==> src/rtl/temp_seg7_display_pkg.sv <==
// ---------------------------------------------------------------------------
// temp_disp_pkg
// Shared definitions for the temperature seven-segment display:
//   - active-low segment patterns, bit order {g,f,e,d,c,b,a}
//   - converter FSM state type
//   - digit index width and a BCD-nibble-to-segment decode helper
// ---------------------------------------------------------------------------
package temp_disp_pkg;

   localparam int IDX_W = 2;  // four digits on the display

   localparam logic [6:0] SEG_0     = 7'h40;
   localparam logic [6:0] SEG_1     = 7'h79;
   localparam logic [6:0] SEG_2     = 7'h24;
   localparam logic [6:0] SEG_3     = 7'h30;
   localparam logic [6:0] SEG_4     = 7'h19;
   localparam logic [6:0] SEG_5     = 7'h12;
   localparam logic [6:0] SEG_6     = 7'h02;
   localparam logic [6:0] SEG_7     = 7'h78;
   localparam logic [6:0] SEG_8     = 7'h00;
   localparam logic [6:0] SEG_9     = 7'h10;
   localparam logic [6:0] SEG_C     = 7'h46;
   localparam logic [6:0] SEG_F     = 7'h0E;
   localparam logic [6:0] SEG_BLANK = 7'h7F;

   typedef enum logic [1:0] {
      IDLE  = 2'd0,
      LOAD  = 2'd1,
      SHIFT = 2'd2,
      DONE  = 2'd3
   } conv_state_t;

   function automatic logic [6:0] seg_digit(input logic [3:0] i_d);
      logic [6:0] r;
      case (i_d)
         4'd0:    r = SEG_0;
         4'd1:    r = SEG_1;
         4'd2:    r = SEG_2;
         4'd3:    r = SEG_3;
         4'd4:    r = SEG_4;
         4'd5:    r = SEG_5;
         4'd6:    r = SEG_6;
         4'd7:    r = SEG_7;
         4'd8:    r = SEG_8;
         4'd9:    r = SEG_9;
         default: r = SEG_BLANK;
      endcase
      return r;
   endfunction

endpackage

==> src/rtl/temp_seg7_display_if.sv <==
// ---------------------------------------------------------------------------
// temp_seg7_display_if
// Bundles the reading input and the display drive of temp_seg7_display.
//   temp_in [7:0] : unsigned temperature reading
//   unit_f        : 1 = Fahrenheit, 0 = Celsius
//   seg [6:0]     : active-low cathodes {g,f,e,d,c,b,a}
//   dp            : active-low decimal point
//   an [3:0]      : active-low one-hot anodes, an[0] = rightmost digit
// master = reading source / display observer, slave = the display block.
// ---------------------------------------------------------------------------
interface temp_seg7_display_if;
   logic [7:0] temp_in;
   logic       unit_f;
   logic [6:0] seg;
   logic       dp;
   logic [3:0] an;

   modport master (output temp_in, unit_f, input seg, dp, an);
   modport slave  (input temp_in, unit_f, output seg, dp, an);
endinterface

==> src/rtl/temp_seg7_display_bin2bcd_seq.sv <==
// ---------------------------------------------------------------------------
// bin2bcd_seq
// Sequential double-dabble converter, 8-bit binary to three BCD nibbles.
// One conversion: LOAD (1 cycle), SHIFT (8 cycles), DONE (1 cycle).
//   i_clk, i_rst : clock, asynchronous active-high reset
//   i_start      : request a conversion (accepted only in IDLE)
//   i_bin [7:0]  : value to convert, sampled during LOAD
//   o_busy       : high in LOAD, SHIFT and DONE
//   o_done       : high for the single DONE cycle; o_bcd is final then
//   o_bcd [11:0] : {hundreds, tens, ones}
// ---------------------------------------------------------------------------
module bin2bcd_seq
   import temp_disp_pkg::*;
(
   input  logic        i_clk,
   input  logic        i_rst,
   input  logic        i_start,
   input  logic [7:0]  i_bin,
   output logic        o_busy,
   output logic        o_done,
   output logic [11:0] o_bcd
);

   conv_state_t r_state;
   conv_state_t w_next;
   logic [7:0]  r_bin;
   logic [11:0] r_bcd;
   logic [2:0]  r_bit_cnt;
   logic [11:0] w_bcd_adj;

   // NOTE: sequential state uses non-blocking assignments so every register
   // samples pre-edge values regardless of process ordering.
   always_ff @(posedge i_clk or posedge i_rst) begin
      if (i_rst) r_state <= IDLE;
      else       r_state <= w_next;
   end

   // NOTE: every combinational output gets a default first so no path
   // leaves it unassigned (which would infer a latch).
   always_comb begin
      w_next = r_state;
      case (r_state)
         IDLE:    if (i_start) w_next = LOAD;
         LOAD:    w_next = SHIFT;
         SHIFT:   if (r_bit_cnt == 3'd7) w_next = DONE;
         DONE:    w_next = IDLE;
         default: w_next = IDLE;
      endcase
   end

   always_comb begin
      o_busy = (r_state != IDLE);
      o_done = (r_state == DONE);
   end

   // Add-3 correction applied before each shift so a nibble >= 5 carries
   // correctly into the next decade after doubling.
   always_comb begin
      w_bcd_adj = r_bcd;
      for (int i = 0; i < 3; i++) begin
         if (r_bcd[4*i +: 4] >= 4'd5) w_bcd_adj[4*i +: 4] = r_bcd[4*i +: 4] + 4'd3;
      end
   end

   always_ff @(posedge i_clk or posedge i_rst) begin
      if (i_rst) begin
         r_bin     <= '0;
         r_bcd     <= '0;
         r_bit_cnt <= '0;
      end else begin
         case (r_state)
            LOAD: begin
               r_bin     <= i_bin;
               r_bcd     <= '0;
               r_bit_cnt <= '0;
            end
            SHIFT: begin
               {r_bcd, r_bin} <= {w_bcd_adj[10:0], r_bin, 1'b0};
               r_bit_cnt      <= r_bit_cnt + 3'd1;
            end
            default: ;
         endcase
      end
   end

   assign o_bcd = r_bcd;

endmodule

==> src/rtl/temp_seg7_display.sv <==
// ---------------------------------------------------------------------------
// temp_seg7_display
// Shows an 8-bit temperature as up to three decimal digits plus a unit
// letter on a 4-digit multiplexed seven-segment display. Leading zeros are
// blanked. A new conversion starts whenever the input differs from what is
// currently shown; the shown value only changes once a conversion finishes.
//   clk_100MHz : system clock
//   reset      : asynchronous active-high reset
//   disp       : temp_in, unit_f in; seg, dp, an out (all active-low)
// Parameter REFRESH_DIV: clock cycles each digit stays lit (>= 2).
// ---------------------------------------------------------------------------
module temp_seg7_display
   import temp_disp_pkg::*;
#(
   parameter int REFRESH_DIV = 100000
) (
   input  logic           clk_100MHz,
   input  logic           reset,
   temp_seg7_display_if.slave disp
);

   localparam int CNT_W = (REFRESH_DIV > 1) ? $clog2(REFRESH_DIV) : 1;

   logic             w_start;
   logic             w_busy;
   logic             w_done;
   logic [11:0]      w_bcd;
   logic [6:0]       w_seg_next;

   logic             r_load;
   logic [7:0]       r_pend_val;
   logic             r_pend_unit;
   logic [7:0]       r_last_val;
   logic             r_last_unit;
   logic             r_shown_valid;
   logic [11:0]      r_disp_bcd;
   logic [CNT_W-1:0] r_scan_cnt;
   logic [IDX_W-1:0] r_idx;
   logic [6:0]       r_seg;
   logic [3:0]       r_an;

   assign w_start = !r_shown_valid
                 || (disp.temp_in != r_last_val)
                 || (disp.unit_f  != r_last_unit);

   bin2bcd_seq u_bin2bcd (
      .i_clk   (clk_100MHz),
      .i_rst   (reset),
      .i_start (w_start),
      .i_bin   (disp.temp_in),
      .o_busy  (w_busy),
      .o_done  (w_done),
      .o_bcd   (w_bcd)
   );

   // r_load marks the converter's LOAD cycle, so value and unit are captured
   // on the same edge the converter samples its input.
   always_ff @(posedge clk_100MHz or posedge reset) begin
      if (reset) begin
         r_load        <= 1'b0;
         r_pend_val    <= '0;
         r_pend_unit   <= 1'b0;
         r_last_val    <= '0;
         r_last_unit   <= 1'b0;
         r_shown_valid <= 1'b0;
         r_disp_bcd    <= '0;
      end else begin
         r_load <= w_start && !w_busy;
         if (r_load) begin
            r_pend_val  <= disp.temp_in;
            r_pend_unit <= disp.unit_f;
         end
         if (w_done) begin
            r_disp_bcd    <= w_bcd;
            r_last_val    <= r_pend_val;
            r_last_unit   <= r_pend_unit;
            r_shown_valid <= 1'b1;
         end
      end
   end

   always_ff @(posedge clk_100MHz or posedge reset) begin
      if (reset) begin
         r_scan_cnt <= '0;
         r_idx      <= '0;
      end else if (r_scan_cnt == CNT_W'(REFRESH_DIV - 1)) begin
         r_scan_cnt <= '0;
         r_idx      <= r_idx + IDX_W'(1);
      end else begin
         r_scan_cnt <= r_scan_cnt + CNT_W'(1);
      end
   end

   always_comb begin
      w_seg_next = SEG_BLANK;
      case (r_idx)
         2'd0: w_seg_next = r_last_unit ? SEG_F : SEG_C;
         2'd1: w_seg_next = seg_digit(r_disp_bcd[3:0]);
         2'd2: if (r_disp_bcd[11:4] != 8'd0) w_seg_next = seg_digit(r_disp_bcd[7:4]);
         2'd3: if (r_disp_bcd[11:8] != 4'd0) w_seg_next = seg_digit(r_disp_bcd[11:8]);
         default: w_seg_next = SEG_BLANK;
      endcase
   end

   // seg and an are both registered from the same index so they switch
   // together and never show one digit's pattern on a neighbouring anode.
   always_ff @(posedge clk_100MHz or posedge reset) begin
      if (reset) begin
         r_seg <= SEG_BLANK;
         r_an  <= 4'hF;
      end else begin
         r_seg <= w_seg_next;
         r_an  <= ~(4'b0001 << r_idx);
      end
   end

   assign disp.seg = r_seg;
   assign disp.an  = r_an;
   assign disp.dp  = 1'b1;

endmodule

==> src/flat_wrapper.sv <==
// flat-port wrapper written by rule: the top's interface ports become plain ports
module temp_seg7_display_flat import temp_disp_pkg::*;
#(
   parameter int REFRESH_DIV = 100000
)
  (clk_100MHz, reset, disp_temp_in, disp_unit_f, disp_seg, disp_dp, disp_an);
  temp_seg7_display_if disp_i ();
  input  logic clk_100MHz;
  input  logic reset;
  input wire logic [$bits(disp_i.temp_in)-1:0] disp_temp_in;
  input wire logic [$bits(disp_i.unit_f)-1:0] disp_unit_f;
  output wire logic [$bits(disp_i.seg)-1:0] disp_seg;
  output wire logic [$bits(disp_i.dp)-1:0] disp_dp;
  output wire logic [$bits(disp_i.an)-1:0] disp_an;
  assign disp_i.temp_in = disp_temp_in;
  assign disp_i.unit_f = disp_unit_f;
  assign disp_seg = disp_i.seg;
  assign disp_dp = disp_i.dp;
  assign disp_an = disp_i.an;
  temp_seg7_display #(.REFRESH_DIV(REFRESH_DIV)) u_core (.clk_100MHz(clk_100MHz), .reset(reset), .disp(disp_i));
endmodule
==> config.mk <==
export PLATFORM = sky130hd
export DESIGN_NAME = temp_seg7_display_flat
export DESIGN_NICKNAME = d
export VERILOG_FILES = /design/src/rtl/temp_seg7_display_pkg.sv /design/src/rtl/temp_seg7_display_if.sv /design/src/rtl/temp_seg7_display_bin2bcd_seq.sv /design/src/rtl/temp_seg7_display.sv /design/src/flat_wrapper.sv
export SDC_FILE = /design/constraint.sdc
export NUM_CORES = 1
export LEC_CHECK = 0
export CAP_MARGIN = 25
export CORE_AREA = 2 2 104 106
export CTS_BUF_LIST = sky130_fd_sc_hd__clkbuf_4 sky130_fd_sc_hd__clkbuf_8
export DETAILED_ROUTE_END_ITERATION = 10
export DIE_AREA = 0 0 106 108
export SETUP_SLACK_MARGIN = 0.1
export SLEW_MARGIN = 25
export SYNTH_ARGS = -nofsm -noshare
export SYNTH_HDL_FRONTEND = slang
export SYNTH_SLANG_ARGS = --single-unit
export TNS_END_PERCENT = 1
==> constraint.sdc <==
create_clock -name clk_100MHz -period 4.5 [get_ports clk_100MHz]
set_clock_uncertainty 0.15 [all_clocks]
set_input_delay 0.675 -clock clk_100MHz [delete_from_list [all_inputs] [get_ports clk_100MHz]]
set_output_delay 0.675 -clock clk_100MHz [all_outputs]
set_load 0.01 [all_outputs]
==> Word-level counts from Yosys, hierarchy flattened <==
Memories as Yosys holds them, arrays and structs flattened.
Cells that the tools add are included.
Widths: inputs -> output; s select.
{ "op_classes": {"addsub": 6, "magnitude_cmp": 3, "eq_ne": 12, "n_shift": 1, "mux": 14, "bitwise": 1, "n_reduce_logical": 12} }
{ "op_table": {"columns": ["cell", "n"], "rows": [
  ["$pmux 7 s4", 1],
  ["$pmux 12 s2", 1],
  ["$mux 7", 3],
  ["$add 17x1->17 const B", 1],
  ["$eq 17x17->1 const B", 1],
  ["$mux 17", 1],
  ["$pmux 8 s2", 1],
  ["$ge 4x3->1 const B", 3],
  ["$add 4x2->4 const B", 2],
  ["$eq 2x2->1 const B", 4],
  ["$mux 4", 2],
  ["$ne 8x8->1", 1],
  ["$pmux 2 s4", 1],
  ["$reduce_bool 8->1", 1],
  ["$pmux 3 s2", 1],
  ["$eq 2x1->1 const B", 2],
  ["$logic_not 2->1", 2],
  ["$mux 2", 2],
  ["$not 4->4", 1],
  ["$reduce_bool 2->1", 2],
  ["$reduce_bool 4->1", 1],
  ["$shl 1x2->4 const A", 1],
  ["$add 3x1->3 const B", 1],
  ["$add 3x2->3 const B", 1],
  ["other kinds (10)", 12]
]} }
{ "word_totals": {"reg_bits": 87, "mem_bits_ro": 336, "output_inout_bits": 12, "n_memories": 3} }
{ "memory_table": {"columns": ["memory", "words", "word_bits", "rd", "rd_clocked_by_memory_dff", "write_ports", "line", "rtl"], "rows": [
  ["(name not given)", 16, 7, 1, 0, 0, "temp_seg7_display_pkg.sv:35", "case (i_d)"],
  ["(name not given)", 16, 7, 1, 0, 0, "temp_seg7_display_pkg.sv:35", null],
  ["(name not given)", 16, 7, 1, 0, 0, "temp_seg7_display_pkg.sv:35", null]
]} }

==> Longest topological paths before layout <==
{ "logic_depth": {"word_depth": 5, "depth_mapped": 8} }

==> Modules after synthesis <==
Synthesis repeated with hierarchy kept, for this count alone.
{ "hier_totals": {"hier_cells": 449, "area_unflattened_um2": 4605.7} }
{ "modules_own_cells": {"columns": ["mod", "instances", "cells_per_inst", "area_per_inst_um2", "seq_area_each_um2"], "rows": [
  ["temp_seg7_display", 1, 314, 3191.8, 1565.3],
  ["bin2bcd_seq", 1, 135, 1413.9, 625.6]
]} }

==> Worst setup path before layout <==
OpenSTA, ideal clock, no wires.
{ "synth_timing": {"path_kind": "input-to-reg", "startpoint": "input disp_temp_in[1]", "endpoint": "register u_core.u_bin2bcd.r_state[1]", "t_arrival_ns": 1.570, "path_slack_ns": 2.655, "cell_stages": 5, "cell_sequence": "xnor2_1 > nand4_1 > nor4_2 > a21oi_1 > mux2_2"} }
{ "synth_via": {"elab_chain_len": 5} }
{ "synth_lines": {"columns": ["item", "line", "rtl"], "rows": [
  ["start: declaration", "flat_wrapper.sv:10", "input wire logic [$bits(disp_i.temp_in)-1:0] disp_temp_in;"],
  ["$ne 8x8->1", "temp_seg7_display.sv:43", "|| (disp.temp_in != r_last_val)"],
  ["$logic_or 1x1->1", "temp_seg7_display.sv:43", null],
  ["$logic_or 1x1->1", "temp_seg7_display.sv:44", "|| (disp.unit_f != r_last_unit);"],
  ["$ne 2x1->1 (no source line)", null, null],
  ["$reduce_and 2->1 (no source line)", null, null],
  ["end signal: assignment", "temp_seg7_display_bin2bcd_seq.sv:35", "else r_state <= w_next;"],
  ["end: declaration", "temp_seg7_display_bin2bcd_seq.sv:24", "conv_state_t r_state;"]
]} }
Every way passes these cells.
A chain may end at the register's enable or synchronous reset.

==> Worst setup path after layout <==
{ "layout_timing": {"startpoint": "register u_core.r_seg[1] (netlist: u_core.disp.seg[1])", "endpoint": "output disp_seg[1]"} }
{ "layout_rtl": {"columns": ["item", "line", "rtl"], "rows": [
  ["start: declaration", "temp_seg7_display.sv:39", "logic [6:0] r_seg;"],
  ["start signal: assignment", "temp_seg7_display.sv:112", "r_seg <= w_seg_next;"],
  ["end: declaration", "flat_wrapper.sv:12", "output wire logic [$bits(disp_i.seg)-1:0] disp_seg;"]
]} }
No word-level cell between the ends.

==> results.tsv <==
metric	value	unit
tritoncts	done	
grt_use_total	15.3	%
ys_ff_latch	87	
layout-drive-gt1-share	14.7	%
dp_hpwl	5660	um
fin_cells	604	
cts.repair.resized	0	
slowest_delay	520	ps
die_h	108	um
combPwrFrac	31.0	%
crit_arrival	1380	ps
crit_family	flip-flops	
grt_pass1_vias	3096	
p_leak	2.15	nW
antenna_found_initial	0	
root_buffer	clkbuf_8	
finalPower	2.50	mW
setup-tns-final	0	ps
setup_viol_count_final	0	
relSlewSlack	47.2	%
clock-sinks	87	
outcome	complete, no violations	
fmax	453	MHz
drv_cap	0	
n_antenna_cell	0	
antenna_left	0	
synth.most_common_cell	dfrtp_1	
power_density	488	nW/um2
route.vias.total	3087	
crit_path_start_kind	flip-flop	
grt_max_degree	62	
die_w	106	um
postCtsSetupBuffers	0	
routed_wl	7920	um
worstMarginPinSlew	792	ps
yosysTopAreaCell	dfrtp_1	
area_growth	12.0	%
clk_latency	350	ps
cts_buffer_depth	2	
fin_crit_sh	49.0	%
regToRegSetupSlack	2360	ps
slew_viol_final	0	
yosys_warnings	0	
hp-class	reg -> reg	
ir_worst_vdd	0.327	mV
async_flop_share	100	%
worst_path_max_delay_cell	dfstp_2	
portBuffers	21	
place_ws	1990	ps
rsz0062_at_grt	false	
critical_path_class	reg -> out	
holdWs	337	ps
crit_chain	clkdlybuf4s50_1	
num_rows	37	
required	3670	ps
syn_nets	493	
place_congestion	0.871	
synth_common_cells	dfrtp_1 (76), nand2_1 (38), inv_1 (35)	
yosysSeqAreaShare	47.8	%
fillCellCount	950	
drt_iter0_drc	174	
cp_max_fo	1	
final_util	50.1	%
cp_num_buf_inv	1	
synth_top_area_share	41.5	%
die-area	11400	um2
numCtsBuffers	9	
synth_area_leaders	dfrtp_1 (42%), ha_1 (9.3%), mux2_2 (6.4%), dfstp_2 (6.3%), xnor2_1 (4.6%)	
post_synth_num_cell_types	48	
post-route-min-period	2210	ps
cts.clk_slew.worst_paths	90	ps
power_switching	825	uW
worst_setup_path_end_kind	output pin	
final_nets	508	
p_clk_share	24.7	%
place_inst	588	
placed_area	4890	um2
fin_ws	2290	ps
drt_pass1_iterations	4	
drc_errors	0	
ctsHoldBuffers	0	
viasPerCell	5.11	
initial_core_util	44.8	%
fin_area	5130	um2
wl_per_cell	13.1	um
grt_overflow	0	
p_int	1.68	mW
synthFlopType	dfrtp_1	
h-tree-depth	3	
hold_viol_final	0	
grt_pass1_wl	14100	um
syn_avg_cell_area	10.2	um2
seqPwrFrac	44.3	%
swShare	33.0	%
core_area	10200	um2
synth_edf_count	0	
syn-cell-area	4580	um2
syn_inst	448	
io_pins	23	
registers in the layout, summed over array words and instances (netlist names):
| register | cells |
|---|---|
| u_core.r_shown_valid | 1 |
| u_core.r_last_val | 8 |
| u_core.disp.an | 4 |
| u_core.disp.seg | 7 |
| u_core.r_load | 1 |
| u_core.u_bin2bcd.r_bin | 8 |
| u_core.r_pend_val | 8 |
| u_core.u_bin2bcd.r_bit_cnt | 3 |
| u_core.r_pend_unit | 1 |
| u_core.r_disp_bcd | 12 |
| u_core.r_scan_cnt | 17 |
| u_core.r_last_unit | 1 |
| u_core.u_bin2bcd.o_bcd | 12 |
| u_core.u_bin2bcd.r_state | 2 |
| u_core.r_idx | 2 |
final timing paths:
kind                                               startpoint                             to  depth (start not counted)
worst min register to register  u_core.u_bin2bcd.r_bit_cnt[0]  u_core.u_bin2bcd.r_bit_cnt[0]                          1
worst min-delay path            u_core.u_bin2bcd.r_bit_cnt[0]  u_core.u_bin2bcd.r_bit_cnt[0]                          1
worst max-delay path                       u_core.disp.seg[1]                    disp_seg[1]                          1
max in group asynchronous                               reset      u_core.u_bin2bcd.o_bcd[4]                          3
worst max register to register    u_core.u_bin2bcd.r_state[1]     u_core.u_bin2bcd.o_bcd[11]                          5
min in group asynchronous                               reset           u_core.r_last_val[7]                          2
final cells by class:
class / count / area [um2] / area share, %
repair buffers: 23 / 225 / 4.39
multi-input cells: 307 / 2180 / 42.4
well taps: 136 / 170 / 3.32
flip-flops and latches: 87 / 2190 / 42.7
inverters: 35 / 133 / 2.59
clock buffers: 12 / 159 / 3.10
clock inverters: 4 / 76.3 / 1.49
power by group through the flow:
| stage | sequential [mW] | clock [mW] | combinational (mW) |
|---|---|---|---|
| finish | 1.11 | 0.617 | 0.776 |
| global route | 1.14 | 0.664 | 0.881 |
| CTS | 1.11 | 0.638 | 0.792 |
| detailed placement | 1.13 | 0 | 0.791 |
| global placement | 1.12 | 0 | 0.774 |
| floorplan | 1.07 | 0 | 0.646 |
routing by layer:
metal	track usage, %	wire length (um)	vias up
li1	-	-	1554
met1	20.1	3790	1466
met2	25.2	3760	52
met3	2.89	219	15
met4	5.73	143	0
met5	0	0	-
placed cells by master (no fill, tap or decap), types with 2 or more instances in the layout:
cell	n
a21oi_1	29
a31oi_1	4
a32oi_1	2
and3_1	4
and4_1	3
buf_4	2
bufinv_16	2
clkbuf_8	11
clkdlybuf4s50_1	21
dfrtp_1	76
dfstp_2	11
ha_1	33
inv_1	34
mux2_2	26
mux2i_1	8
nand2_1	38
nand2b_1	9
nand3_1	11
nand4_1	6
nor2_1	31
nor2b_1	3
nor3_1	4
nor4_2	2
o211ai_1	2
o21ai_0	34
o221ai_1	2
o22ai_1	8
or2_2	2
xnor2_1	24
xor2_1	4
kinds of logic (layout without fill, tap and decap cells):
group	Yosys count	after routing	share of synthesized area, %
adders and majority gates	34	34	9.28
other	1	1	0.0818
buffers and inverters	54	74	4.75
and+or+nand+nor	121	121	13.4
AOI/OAI and AO/OA	89	89	11.2
muxes	34	34	8.14
xor gates and xnor gates	28	28	5.35
DFF	87	87	47.8
Note: power is estimated with default switching activity, not from simulation.
